[config.mk]
export PLATFORM = sky130hd
export DESIGN_NAME = reduce_gate_stream
export DESIGN_NICKNAME = d
export VERILOG_FILES = /design/src/rtl/reduce_gate_stream.sv
export SDC_FILE = /design/constraint.sdc
export NUM_CORES = 1
export LEC_CHECK = 0
export ABC_AREA = 1
export CORE_MARGIN = 2
export CORE_UTILIZATION = 30
export CTS_BUF_LIST = sky130_fd_sc_hd__clkbuf_8
export CTS_CLUSTER_DIAMETER = 100
export DETAILED_ROUTE_END_ITERATION = 7
export GPL_ROUTABILITY_DRIVEN = 1
export RECOVER_POWER = 25
export SLEW_MARGIN = 20
export SYNTH_ARGS = -nofsm -noshare
export SYNTH_HDL_FRONTEND = slang
export SYNTH_SLANG_ARGS = --single-unit
export TNS_END_PERCENT = 30
[constraint.sdc]
create_clock -name clk -period 2 [get_ports clk]
set_input_delay 0.4 -clock clk [delete_from_list [all_inputs] [get_ports clk]]
set_output_delay 0.4 -clock clk [all_outputs]
set_load 0.02 [all_outputs]
[src/rtl/reduce_gate_stream.sv]
// Streaming N-bit AND/OR/XOR reducer: folds each beat to one bit, accumulates across a packet, returns one result per packet.
// Optional REDUCE_INV_EN adds an inv input that inverts the packet result (NAND/NOR/XNOR).
module reduce_gate_stream #(
    parameter int N         = 3,
    parameter int MAX_BEATS = 8,
    localparam int CW       = $clog2(MAX_BEATS + 1)
) (
    input  logic          clk,
    input  logic          reset_n,
    input  logic          in_valid,
    output logic          in_ready,
    input  logic [N-1:0]  in_data,
    input  logic          in_last,
    input  logic [1:0]    op,
`ifdef REDUCE_INV_EN
    input  logic          inv,
`endif
    output logic          out_valid,
    input  logic          out_ready,
    output logic          out_data,
    output logic [CW-1:0] out_beats,
    output logic          out_trunc
);

    typedef enum logic [1:0] {
        ST_IDLE  = 2'd0,
        ST_ACCUM = 2'd1,
        ST_HOLD  = 2'd2
    } state_t;

    // Fold a whole word to one bit; code 11 aliases AND.
    function automatic logic reduce_word(input logic [1:0] op_f, input logic [N-1:0] d);
        logic r;
        case (op_f)
            2'b01:   r = |d;
            2'b10:   r = ^d;
            default: r = &d;
        endcase
        return r;
    endfunction

    function automatic logic combine(input logic [1:0] op_f, input logic a, input logic b);
        logic r;
        case (op_f)
            2'b01:   r = a | b;
            2'b10:   r = a ^ b;
            default: r = a & b;
        endcase
        return r;
    endfunction

    state_t        state_r, state_s;
    logic          acc_r, acc_s;
    logic [1:0]    op_q_r, op_q_s;
    logic [CW-1:0] cnt_r, cnt_s;
    logic          trunc_r, trunc_s;
    logic [1:0]    op_eff_s;
    logic          beat_s;
    logic [CW-1:0] cnt_inc_s;
    logic          cap_full_s;
`ifdef REDUCE_INV_EN
    logic          inv_q_r, inv_q_s;
`endif

    // Beat reduction: the operator is only taken from the port on the first beat.
    always_comb begin
        if (state_r == ST_IDLE) begin
            op_eff_s = op;
        end else begin
            op_eff_s = op_q_r;
        end
        beat_s     = reduce_word(op_eff_s, in_data);
        cnt_inc_s  = cnt_r + {{(CW-1){1'b0}}, 1'b1};
        cap_full_s = (cnt_inc_s == CW'(MAX_BEATS));
    end

    // Next-state and next-register values.
    always_comb begin
        state_s = state_r;
        acc_s   = acc_r;
        op_q_s  = op_q_r;
        cnt_s   = cnt_r;
        trunc_s = trunc_r;
`ifdef REDUCE_INV_EN
        inv_q_s = inv_q_r;
`endif
        case (state_r)
            ST_IDLE: begin
                if (in_valid) begin
                    acc_s  = beat_s;
                    op_q_s = op;
                    cnt_s  = {{(CW-1){1'b0}}, 1'b1};
`ifdef REDUCE_INV_EN
                    inv_q_s = inv;
`endif
                    // Reaching HOLD without in_last is only possible when MAX_BEATS is 1.
                    if (in_last || (MAX_BEATS == 1)) begin
                        state_s = ST_HOLD;
                        trunc_s = ~in_last;
                    end else begin
                        state_s = ST_ACCUM;
                        trunc_s = 1'b0;
                    end
                end else begin
                    state_s = ST_IDLE;
                end
            end
            ST_ACCUM: begin
                if (in_valid) begin
                    acc_s = combine(op_q_r, acc_r, beat_s);
                    cnt_s = cnt_inc_s;
                    if (in_last || cap_full_s) begin
                        state_s = ST_HOLD;
                        trunc_s = ~in_last;
                    end else begin
                        state_s = ST_ACCUM;
                    end
                end else begin
                    state_s = ST_ACCUM;
                end
            end
            ST_HOLD: begin
                if (out_ready) begin
                    state_s = ST_IDLE;
                    trunc_s = 1'b0;
                    cnt_s   = {CW{1'b0}};
                end else begin
                    state_s = ST_HOLD;
                end
            end
            default: begin
                state_s = ST_IDLE;
                acc_s   = 1'b0;
                op_q_s  = 2'b00;
                cnt_s   = {CW{1'b0}};
                trunc_s = 1'b0;
            end
        endcase
    end

    // State and datapath registers; reset drops any partial packet.
    always_ff @(posedge clk or negedge reset_n) begin
        if (!reset_n) begin
            state_r <= ST_IDLE;
            acc_r   <= 1'b0;
            op_q_r  <= 2'b00;
            cnt_r   <= {CW{1'b0}};
            trunc_r <= 1'b0;
`ifdef REDUCE_INV_EN
            inv_q_r <= 1'b0;
`endif
        end else begin
            state_r <= state_s;
            acc_r   <= acc_s;
            op_q_r  <= op_q_s;
            cnt_r   <= cnt_s;
            trunc_r <= trunc_s;
`ifdef REDUCE_INV_EN
            inv_q_r <= inv_q_s;
`endif
        end
    end

    assign in_ready  = (state_r != ST_HOLD);
    assign out_valid = (state_r == ST_HOLD);
    assign out_beats = cnt_r;
    assign out_trunc = trunc_r;
`ifdef REDUCE_INV_EN
    assign out_data  = acc_r ^ inv_q_r;
`else
    assign out_data  = acc_r;
`endif

endmodule

## After elaboration in Yosys (flattened, before gate mapping)

Cells that the tools add are included.

| cells by class | value |
|---|---|
| reductions and logical operators | 10 |
| multipliers | 0 |
| div/mod/pow operators | 0 |
| eq/ne operators | 12 |
| $lt $le $gt $ge | 0 |
| bitwise logic cells | 6 |
| add/subtract/negate cells | 1 |
| multiplexer cells | 24 |
| shift-type cells | 0 |

Operators by type and width:

| operator | number |
|---|---|
| two-way mux 2 bit | 7 |
| two-way mux 4 bit | 3 |
| one-hot mux 4 bit (3 select lines) | 1 |
| AND reduction 3 bit | 3 |
| != test 2 bit (second input constant) | 4 |
| two-way mux 1 bit | 7 |
| == test 2 x 1 -> 1 bit (second input constant) | 3 |
| == test 2 bit (second input constant) | 3 |
| one-hot mux 1 bit (3 select lines) | 2 |
| one-hot mux 2 bit (3 select lines) | 1 |
| adder 4 x 1 -> 4 bit (second input constant) | 1 |
| == test 4 bit (second input constant) | 1 |
| one-hot mux 1 bit (2 select lines) | 2 |
| one-hot mux 2 bit (2 select lines) | 1 |
| AND reduction 4 bit | 1 |
| NOT 1 bit | 3 |
| OR reduction 3 bit | 1 |
| parity 3 bit | 1 |
| zero test 2 bit | 1 |
| != test 2 x 1 -> 1 bit (second input constant) | 1 |
| AND reduction 2 bit | 1 |
| OR reduction 2 bit | 1 |
| AND 1 bit | 1 |
| logical OR 1 bit | 1 |
| 2 further kinds | 2 |

| storage, ports and cells | value |
|---|---|
| flip-flop bits (word level) | 10 |
| memories kept | 0 |
| bits in read-only memories | 0 |
| bits in latches | 0 |
| bits in writable memories | 0 |

## Depth between registers and ports, before layout

Gate-level depths: netlist of the first run.

| depth | value |
|---|---|
| depth in word-level cells | 8 |
| mapped depth | 15 |
| depth with buffers taken out | 15 |

## Worst setup path before layout of the first run

OpenSTA, ideal clock, no wires.

| path | value |
|---|---|
| path type | register -> register |
| start | register state_r[1] |
| end | register acc_r (netlist: out_data) |
| data required time | 1.872 ns |
| path buffers | 0 |
| library setup time | 0.128 ns |
| arrival time | 1.997 ns |
| stages on the path, launching flop included | 15 |
| path slack | -0.125 ns |
| period minus slack after synthesis | 2.125 ns |
| cells stage by stage | dfrtp_1 > inv_1 > ha_1 > o21ai_0 > inv_1 > ha_1 > a21oi_1 > nand2_1 > nand2_1 > ha_1 > inv_1 > a21oi_1 > nand2_1 > a21oi_1 > a21boi_0 |

| between the ends | value |
|---|---|
| longest elaborated chain between the ends | 8 |
| elaborated cells on any way between the ends | 18 |
| classes of those cells | eq/ne (6); mux (6); bitwise (4); reduce/logical (2) |

RTL lines:

| what | line | source |
|---|---|---|
| from (decl) | 52 | `state_t state_r, state_s;` |
| from (signal assigned) | 153 | `state_r <= state_s;` |
| zero test 2 bit | 67, 87 |  |
| two-way mux 2 bit | 67 | `if (state_r == ST_IDLE) begin` |
| == test 2 bit or == test 2 x 1 -> 1 bit (tied branches) | 34 | `case (op_f)` |
| one-hot mux 1 bit (2 select lines) | 34 |  |
| AND 1 bit, or another cell as far along | 47 | `default: r = a & b;` |
| one-hot mux 1 bit (2 select lines) | 44 | `case (op_f)` |
| two-way mux 1 bit | 109 | `if (in_valid) begin` |
| one-hot mux 1 bit (3 select lines) | 87 | `case (state_r)` |
| to (signal assigned) | 154 | `acc_r <= acc_s;` |
| to (decl) | 53 | `logic acc_r, acc_s;` |

Several ways; a longest one is shown, not always the timed one. The select of a mux whose other input is x is not followed.
A chain may end at the register's enable or synchronous reset.

## Worst setup path in the final report of the first run

Same ends and word-level chain as after synthesis.

==> run metrics, run 1 <==
vias in the first global route roughly 770; Cell Chain, Critical Path inv_2, ha_4, nand2_4, o21ai_2, inv_2, ha_4, a21oi_2, nand2_1, nand2_2, ha_4, inv_2, a21oi_2, nand2_1, a21oi_2, a21boi_1; TritonCTS clock tree built; Final Non-Filler Cells 168; part of the cycle the worst path needs 103%; Power Density 1500 nW/um^2; Hold Crit Start out_trunc; htree depth 1; Worst Reg-to-Reg Cells 15; Worst R2R End out_data; worst r2r src state_r[1]; Setup WS post-layout -0.0539 ns; f_max 0.487 GHz; Worst path slowest cell dfrtp_1; CP Launch Type flip-flop; sequential area share after synthesis 31.2%; Max Root-Sink Buffers 2; EDFF count, synth 0; gpl congestion 0.765; TritonCTS Buffers 3; synthesized area per cell 7.29 sq um; remaining routing DRC violations 0; WHS Path Cells 2; Post-Route Setup TNS -0.0539 ns; Critical Path AT approximately 2.2 ns; wire length of the first global-routing pass between 3 and 4 mm; nets 162; post-route ant nets 0; initial DRC count 23; commonest register cell after synthesis dfrtp_1; Worst Setup End Kind flip-flop; die width 55.7 microns; diode count 0; via count about 800; Cells after Synth 110; failing checks negative setup slack; # IOs 18; Synth Register Bits 10; setup violators final 1; proportion of layout cells with a drive suffix above 1 24.6%; clock-pin slew on the worst setup and hold paths 0.05 ns; Hold Path End out_trunc; Hold WS 0.481 ns; placed instance area 1060 sq um; total wire length roughly 1.9 mm; Final Hold Vio Count 0; initial core utilization 32.1%; Final Slew Violations 0; Synthesized Nets 133; Reg area 250 sq um; Synth Area in Compound Gates between 10% and 20%; CP max stage delay roughly 0.4 ns; most frequent cells in the layout 26 x nand2_1, 17 x inv_1, 14 x clkdlybuf4s50_1, 10 x dfrtp_1, 9 x ha_1; Row Count 18; unrepaired setup endpoints after global routing yes; outcome finished with violations; Max Cap Viol 0; Reg2Reg Setup Slack -0.05 ns; area of the multi-input gates about 550 sq um; CP startpoint state_r[1]; min-delay worst type reg -> reg; TritonRoute pass-1 iters 4; most common cell after layout, fill and taps aside nand2_1; CTS Hold Bufs 0; Synth Area in Adders 20.3%; CORE AREA 2500 sq um; clock latency on the worst-skew pair 0.24 ns; post-synthesis xor/xnor area fraction 0%; die height 55.7 microns; Design Area, Final 1200 sq um; max_slew headroom 67.8%; synthesized cell area 802 sq um; Worst Path Required between 2 and 2.5 ns; CP Class reg -> reg; Inst Count DP about 160; Yosys warning count 0; Max Clock Skew 0.00302 ns; global route total overflow 0; CP top delay family adder cells; GRT Total Usage between 10% and 20%; full die area 3100 sq um; routed len/inst 11.1 microns; root buffer cell clkbuf_8; initial antenna violation count 0; Pwr Total 1.80 mW; Area Growth Syn to Fin 49.9%; Synth Area in Simple Gates between 20% and 30%; Buf/Inv on CP 3; Netlist cell types 18; Fillers 259; min Tclk post-route approximately 2.1 ns; vias per cell 4.65; Tightest Pin Transition 0.481 ns; Async SR Flop Fraction 100%; CTS Sinks 10; largest net degree at the start of global routing 11; Worst VDD drop 0.826 mV; main combinational cell family by area after synthesis simple AND/OR/NAND/NOR gates; post-synthesis mux area share 0%; Leakage between 0.5 and 0.6 nW; input/output buffers 17; maximum fanout along the worst path 5; Final HPWL DP 1.38 mm
[flip-flops by register name (all words and copies together), names as in the netlist]
name and count:
out_data 1, op_q_r 2, out_beats 4, out_trunc 1, state_r 2
[worst max path at each step]
stage / to / slack, ns / cells after the start
after floorplan: out_data / -0.05 / 15
after global placement: out_data / -0.25 / 14
after detailed placement: out_data / -0.34 / 14
after CTS: out_data / -0.09 / 15
after global routing: out_data / -0.22 / 15
final: out_data / -0.05 / 15
[stage by stage]
step	worst slack, ns	utilization, %
2_1_floorplan	-0.0507	-
3_3_place_gp	-0.249	42.6
3_5_place_dp	-0.340	42.6
4_1_cts	-0.0929	45.2
5_1_grt	-0.220	48.1
6_report	-0.0539	48.1
[report_power, final]
| part | internal (mW) | switching, mW | total (mW) | leakage, nW |
|---|---|---|---|---|
| logic | 0.536 | 0.659 | 1.20 | 0.438 |
| clock network | 0.174 | 0.0902 | 0.264 | 0.0288 |
| registers | 0.277 | 0.0642 | 0.341 | 0.130 |
[final cells by class]
class                      instances  area share, %
multi-input combinational         77           46.0
sequential                        10           20.8
timing repair buffer              24           18.3
inverter                          23           7.18
clock buffer                       4           4.58
tap                               30           3.12
[what timing repair did]
item                       in CTS  in global routing
gates cloned                    0                  0
pin swaps                       1                  9
setup buffers                   0                  0
gates resized for setup         7                 19
setup endpoints to repair       3                  1
[cell usage after synthesis (all sizes together) (2+ instances only)]
cell   instances  area share (%)
nand3          6             3.7
inv           23              11
a21oi          7             4.4
ha            13              20
o21ai          9             5.6
nand2         30              14
nand4          2             1.6
nor2           3             2.0
or2            2             1.9
o31ai          2             1.9
dfrtp         10              31
[layer usage]
layer	up-vias	part of all wire (%)	GRT usage, %
met4	0	1.8	6.27
li1	409	-	-
met5	-	0	0
met3	3	2.6	2.09
met2	17	48	21.6
met1	353	48	17.0
[worst register-to-register path: stages (launching register included)]
cell	delay, ns
dfrtp_1	0.39
inv_2	0.09
ha_4	0.21
nand2_4	0.07
o21ai_2	0.07
inv_2	0.06
ha_4	0.21
a21oi_2	0.09
nand2_1	0.09
nand2_2	0.10
ha_4	0.13
inv_2	0.03
a21oi_2	0.13
nand2_1	0.08
a21oi_2	0.12
a21boi_1	0.07
[cell families after synthesis]
logic type                 after synthesis
AOI/OAI and AO/OA                       20
and+or+nand+nor                         44
adders and majority gates               13
buffers and inverters                   23
DFF                                     10
(Power assumes the default switching activity.)
==> run 2, diff against run 1 <==
==> constraint.sdc (replaced) <==
create_clock -name clk -period 2.3 [get_ports clk]
set_input_delay 0.46 -clock clk [delete_from_list [all_inputs] [get_ports clk]]
set_output_delay 0.46 -clock clk [all_outputs]
set_load 0.02 [all_outputs]
==> run 2 against run 1 <==
The flow now finishes without violations. Sequential cell count unchanged. Sequential share of layout area up 1.5 points. Cell count fell by 2.4%. Sequential power is 11% lower. Global-route usage decreased by 0.98 points. Worst setup slack improved by 0.18 ns. Core utilization fell by 3.3 points. Clock skew grew 0.0014 ns. Power down 23%. Via count down 4.0%. Final area decreased by 6.8%. Largest power group unchanged. Highest routed layer is now met3.
==> run metrics, run 2 (synthesized netlist as in run 1, its figures left out) <==
f_max 0.460 GHz; max reg flops 4 (unchanged); min Tclk post-route 2.17 ns; Design Area, Final 1120 sq um (-6.8%); Worst R2R End out_data; CP top delay family buffers and inverters; most frequent cells in the layout 29 x nand2_1, 20 x inv_1, 16 x clkdlybuf4s50_1, 11 x ha_1, 10 x dfrtp_1; total wire length 1.71 mm (-8.5%); Max Clock Skew 0.00442 ns (+0.00140 ns); placed instance area 1030 sq um (-3.1%); clock share of power 13.2% (-1.5 points); min-delay worst type reg -> reg; CTS Sinks 10 (unchanged); Pwr Total 1.38 mW (-23%); Worst Reg-to-Reg Cells 15 (unchanged); proportion of layout cells with a drive suffix above 1 14.9% (-9.7 points); TritonRoute pass-1 iters 4 (unchanged); TritonCTS Buffers 3 (unchanged); Worst Path Required 1.84 ns (-0.29 ns); clock latency on the worst-skew pair 0.23 ns (about the same); TritonCTS clock tree built; Buf/Inv on CP 4 (+1); part of the cycle the worst path needs 94.5%; diode count 0 (unchanged); Worst Setup End Kind output pin; max_slew headroom 66.8% (-1.0 points); root buffer cell clkbuf_8; Final Slew Violations 0 (unchanged); CP startpoint state_r[0]; Area Growth Syn to Fin 39.8%; initial DRC count 4 (-83%); Worst VDD drop 0.599 mV (-27%); full die area 3100 sq um (unchanged); Final Hold Vio Count 0 (unchanged); vias per cell 4.58 (-1.6%); # IOs 18 (unchanged); post-layout util 44.8% (-3.3 points); Hold Crit Start out_trunc; clock-pin slew on the worst setup and hold paths 0.05 ns (about the same); Max Root-Sink Buffers 2 (unchanged); CP Class reg -> out; worst r2r src state_r[0]; Reg power frac 21.9% (+3.0 points); largest net degree at the start of global routing 11 (unchanged); Worst path slowest cell clkdlybuf4s50_1; CP Launch Type flip-flop; sw power 0.623 mW (-23%); gpl congestion 0.748 (-2.1%); sw frac 45.0% (-0.16 points); die width 55.7 microns (unchanged); initial core utilization 32.1% (unchanged); Cell Chain, Critical Path inv_2, buf_4, ha_1, inv_1, clkdlybuf4s50_1; Max Cap Viol 0 (unchanged); input/output buffers 17 (unchanged); CP max stage delay 0.60 ns (+0.21 ns); remaining routing DRC violations 0 (unchanged); nets 159 (-1.9%); wire length of the first global-routing pass 3.09 mm (-5.1%); die height 55.7 microns (unchanged); post-route ant nets 0 (unchanged); GRT Total Usage 12.3% (-0.98 points); Tightest Pin Transition 0.496 ns (+0.0149 ns); vias in the first global route 722 (-6.0%); Logic pwr share 64.8% (-1.6 points); global route total overflow 0 (unchanged); routed len/inst 10.4 microns (-6.3%); Row Count 18 (unchanged); Reg2Reg Setup Slack 0.20 ns (+0.25 ns); Critical Path AT 1.71 ns (-0.47 ns); Final HPWL DP 1.37 mm (-0.92%); Leakage 0.565 nW (-5.4%); maximum fanout along the worst path 3 (-2); critical path depth in cells 5 (-10); CP endpoint in_ready; htree depth 1 (unchanged); Power Density 1230 nW/um^2 (-18%); CORE AREA 2500 sq um (unchanged); via count 751 (-4.0%); Power Internal 0.760 mW (-23%); initial antenna violation count 0 (unchanged); setup violators final 0 (-1); most common cell after layout, fill and taps aside nand2_1; outcome complete, no violations
[run 2: routing by layer]
metal | up-vias | GRT usage, % | wire, microns
li1 | 397 | - | -
met1 | 347 | 16.7 | 853
met2 | 7 | 19.6 | 838
met3 | 0 | 2.09 | 17
met4 | 0 | 4.18 | 0
met5 | - | 0 | 0
[run 2: repair_timing]
| action | 4_1_cts | 5_1_grt |
|---|---|---|
| pin swaps | 0 | 1 |
| hold buffers | 0 | 0 |
| buffers inserted | 0 | 1 |
| endpoints found under the setup margin | 1 | 1 |
| gates resized for setup | 1 | 10 |
[run 2: worst min-delay path: stages, from the launching register on]
cell and delay (ns):
dfrtp_1 0.33, nand2_1 0.05, nand2_1 0.05
[run 2: power by group through the flow]
stage | logic [mW] | clock network (mW) | registers [mW]
2_1_floorplan | 0.477 | 0 | 0.333
3_3_place_gp | 0.769 | 0 | 0.299
3_5_place_dp | 0.784 | 0 | 0.305
4_1_cts | 0.792 | 0.185 | 0.301
5_1_grt | 1.03 | 0.197 | 0.312
6_report | 0.896 | 0.183 | 0.303
[run 2: final cells by class]
type                            instances  area (sq um)
Clock buffer                            3          41.3
Inverter                               23          86.3
Fill cell                             253          1380
Timing Repair Buffer                   21           200
Sequential cell                        10           250
Tap cell                               30          37.5
Multi-Input combinational cell         77           505
[run 2: worst min-delay path by stage]
stage | endpoint | slack, ns | depth (start not counted)
final | out_trunc | 0.47 | 2
after global routing | out_trunc | 0.48 | 2
after CTS | out_trunc | 0.47 | 2
after detailed placement | out_trunc | 0.47 | 2
after global placement | out_trunc | 0.46 | 2
after floorplan | op_q_r[0] | 0.16 | 0
[run 2: metrics by stage]
step,worst slack [ns],cells,hold WS (ns),TNS (ns)
2_1_floorplan,0.175,110,0.164,0
3_3_place_gp,-0.0533,160,0.457,-0.0533
3_5_place_dp,-0.157,160,0.466,-0.157
4_1_cts,0.0257,163,0.472,0
5_1_grt,-0.00898,164,0.483,-0.00898
6_report,0.127,164,0.470,0
==> run 3, diff against run 2 <==
--- a/config.mk
+++ b/config.mk
@@ -6,14 +6,15 @@
 export NUM_CORES = 1
 export LEC_CHECK = 0
 export ABC_AREA = 1
-export CORE_MARGIN = 2
+export ABC_CLOCK_PERIOD_IN_PS = 2300
+export CORE_MARGIN = 3
 export CORE_UTILIZATION = 30
 export CTS_BUF_LIST = sky130_fd_sc_hd__clkbuf_8
 export CTS_CLUSTER_DIAMETER = 100
 export DETAILED_ROUTE_END_ITERATION = 7
 export GPL_ROUTABILITY_DRIVEN = 1
 export RECOVER_POWER = 25
-export SLEW_MARGIN = 20
+export SLEW_MARGIN = 30
 export SYNTH_ARGS = -nofsm -noshare
 export SYNTH_HDL_FRONTEND = slang
 export SYNTH_SLANG_ARGS = --single-unit
==> run 3 against run 2 <==
Fmax rose by 1.4%. Sequential cell count did not move. Register-to-register slack barely moved. Core utilization fell by 0.30 points. Worst hold slack got worse by 0.0039 ns. Power fell by 3.3%. Cell count did not move. Final area fell by 0.67%. Wire length fell by 5.6%. Non-clock buffer count did not move.
==> run metrics, run 3 (synthesized netlist as in run 1, its figures left out) <==
clock-pin slew on the worst setup and hold paths 0.04 ns (about the same); most common cell after layout, fill and taps aside nand2_1; Cell Chain, Critical Path clkdlybuf4s50_1, nand2_1, o21ai_1, inv_1, ha_4, a21oi_2, nand2_1, nand2_1, ha_1, inv_1, a21oi_1, nand2_1, a21oi_1, a21boi_0; min-delay worst type reg -> reg; Leakage 0.564 nW (-0.14%); min Tclk post-route 2.14 ns (-0.0307 ns); via count 742 (-1.2%); largest net degree at the start of global routing 11 (unchanged); vias in the first global route 670 (-7.2%); die width 57.7 microns (+3.6%); Design Area, Final 1110 sq um (-0.67%); TritonCTS Buffers 3 (unchanged); Worst R2R End out_data; Inst Count DP 160 (unchanged); Hold Crit Start out_trunc; Final Hold Vio Count 0 (unchanged); f_max 0.467 GHz (+1.4%); root buffer cell clkbuf_8; initial DRC count 9 (+5); Row Count 18 (unchanged); CP max stage delay 0.45 ns (-0.15 ns); Worst Setup End Kind flip-flop; Most Frequent Cell on Critical Path nand2_1; TritonRoute pass-1 iters 3 (-1); nets 159 (unchanged); initial antenna violation count 0 (unchanged); Max Clock Skew 0.00217 ns (-0.00225 ns); initial core utilization 32.1% (unchanged); vias per cell 4.52 (-1.2%); WHS Path Cells 2 (unchanged); Max Cap Viol 0 (unchanged); htree depth 1 (unchanged); Power Density 1200 nW/um^2 (-2.6%); Worst Reg-to-Reg Cells 15 (unchanged); Final Non-Filler Cells 164 (unchanged); unrepaired setup endpoints after global routing no; most frequent cells in the layout 29 x nand2_1, 21 x inv_1, 16 x clkdlybuf4s50_1, 11 x ha_1, 10 x dfrtp_1; part of the cycle the worst path needs 93.1% (-1.3 points); Area Growth Syn to Fin 38.8%; diode count 0 (unchanged); Critical Path AT 2.25 ns (+0.54 ns); routed len/inst 9.84 microns (-5.6%); Final HPWL DP 1.34 mm (-2.2%); maximum fanout along the worst path 2 (-1); Worst VDD drop 0.601 mV (+0.33%); post-layout util 44.5% (-0.30 points); Tightest Pin Transition 0.463 ns (-0.0330 ns); CP Launch Type input pin; Worst Path Required 2.41 ns (+0.57 ns); CP Class in -> reg; worst r2r src state_r[0]; max_slew headroom 69.0% (+2.2 points); GRT Total Usage 10.5% (-1.8 points); CORE AREA 2500 sq um (unchanged); TritonCTS clock tree built; max reg flops 4 (unchanged); global route total overflow 0 (unchanged); # IOs 18 (unchanged); post-route ant nets 0 (unchanged); Pwr Total 1.34 mW (-3.3%); Post-Route Setup TNS 0 ns (unchanged); Reg2Reg Setup Slack 0.19 ns (about the same); input/output buffers 17 (unchanged); Max Root-Sink Buffers 2 (unchanged); placed instance area 1030 sq um (unchanged); gpl congestion 0.796 (+6.3%); wire length of the first global-routing pass 2.67 mm (-14%); CTS Sinks 10 (unchanged); full die area 3330 sq um (+7.3%); remaining routing DRC violations 0 (unchanged); die height 57.7 microns (+3.6%); Final Slew Violations 0 (unchanged); Worst path slowest cell clkdlybuf4s50_1; proportion of layout cells with a drive suffix above 1 12.7% (-2.2 points); Hold Path End out_trunc; total wire length 1.61 mm (-5.6%); setup violators final 0 (unchanged); CTS Hold Bufs 0 (unchanged); clock latency on the worst-skew pair 0.23 ns (about the same); outcome complete, no violations
[run 3: cell type report]
class / instances / area [sq um]
fillers: 249 / 1390
multi-input cells: 77 / 498
flip-flops and latches: 10 / 250
repair buffers: 21 / 200
inverters: 23 / 86.3
clock buffers: 3 / 41.3
well taps: 30 / 37.5
[run 3: how the worst max path moves through the flow]
stage	startpoint	end	slack [ns]
floorplan	state_r[1]	out_data	0.17
global placement	op[0]	out_data	-0.06
detailed placement	op[0]	out_data	-0.14
CTS	state_r[0]	out_data	0.02
global route	state_r[0]	out_data	0.0001
finish	op[0]	out_data	0.16
[run 3: what timing repair did]
action | CTS | global route
setup endpoints to repair | 1 | 1
buffers inserted | 0 | 1
resized for setup | 1 | 7
[run 3: power by group]
| part | internal (mW) | leakage [nW] | switching, mW |
|---|---|---|---|
| logic | 0.393 | 0.412 | 0.479 |
| clock network | 0.114 | 0.0216 | 0.0586 |
| registers | 0.241 | 0.130 | 0.0524 |
| total | 0.748 | 0.564 | 0.590 |
[run 3: metal layers]
layer  vias to the layer above  track usage, %  share of wire (%)
met2                        11            16.6                 46
met4                         0            2.98               0.93
met1                       331            12.8                 48
li1                        398               -                  -
met3                         2            4.68                4.2
met5                         -               0                  0
[run 3: per-stage QoR]
stage	worst slack (ns)	hold slack [ns]
after floorplan	0.175	0.164
after global placement	-0.0573	0.459
after detailed placement	-0.143	0.461
after CTS	0.0176	0.470
after global routing	0.0000970	0.504
final	0.158	0.466
[run 3: critical path, delay by kind of cell]
family	cells	cell delay [ns]
simple gates	4	0.31
buf+inv	3	0.59
fa+ha+maj	2	0.39
compound gates	5	0.51
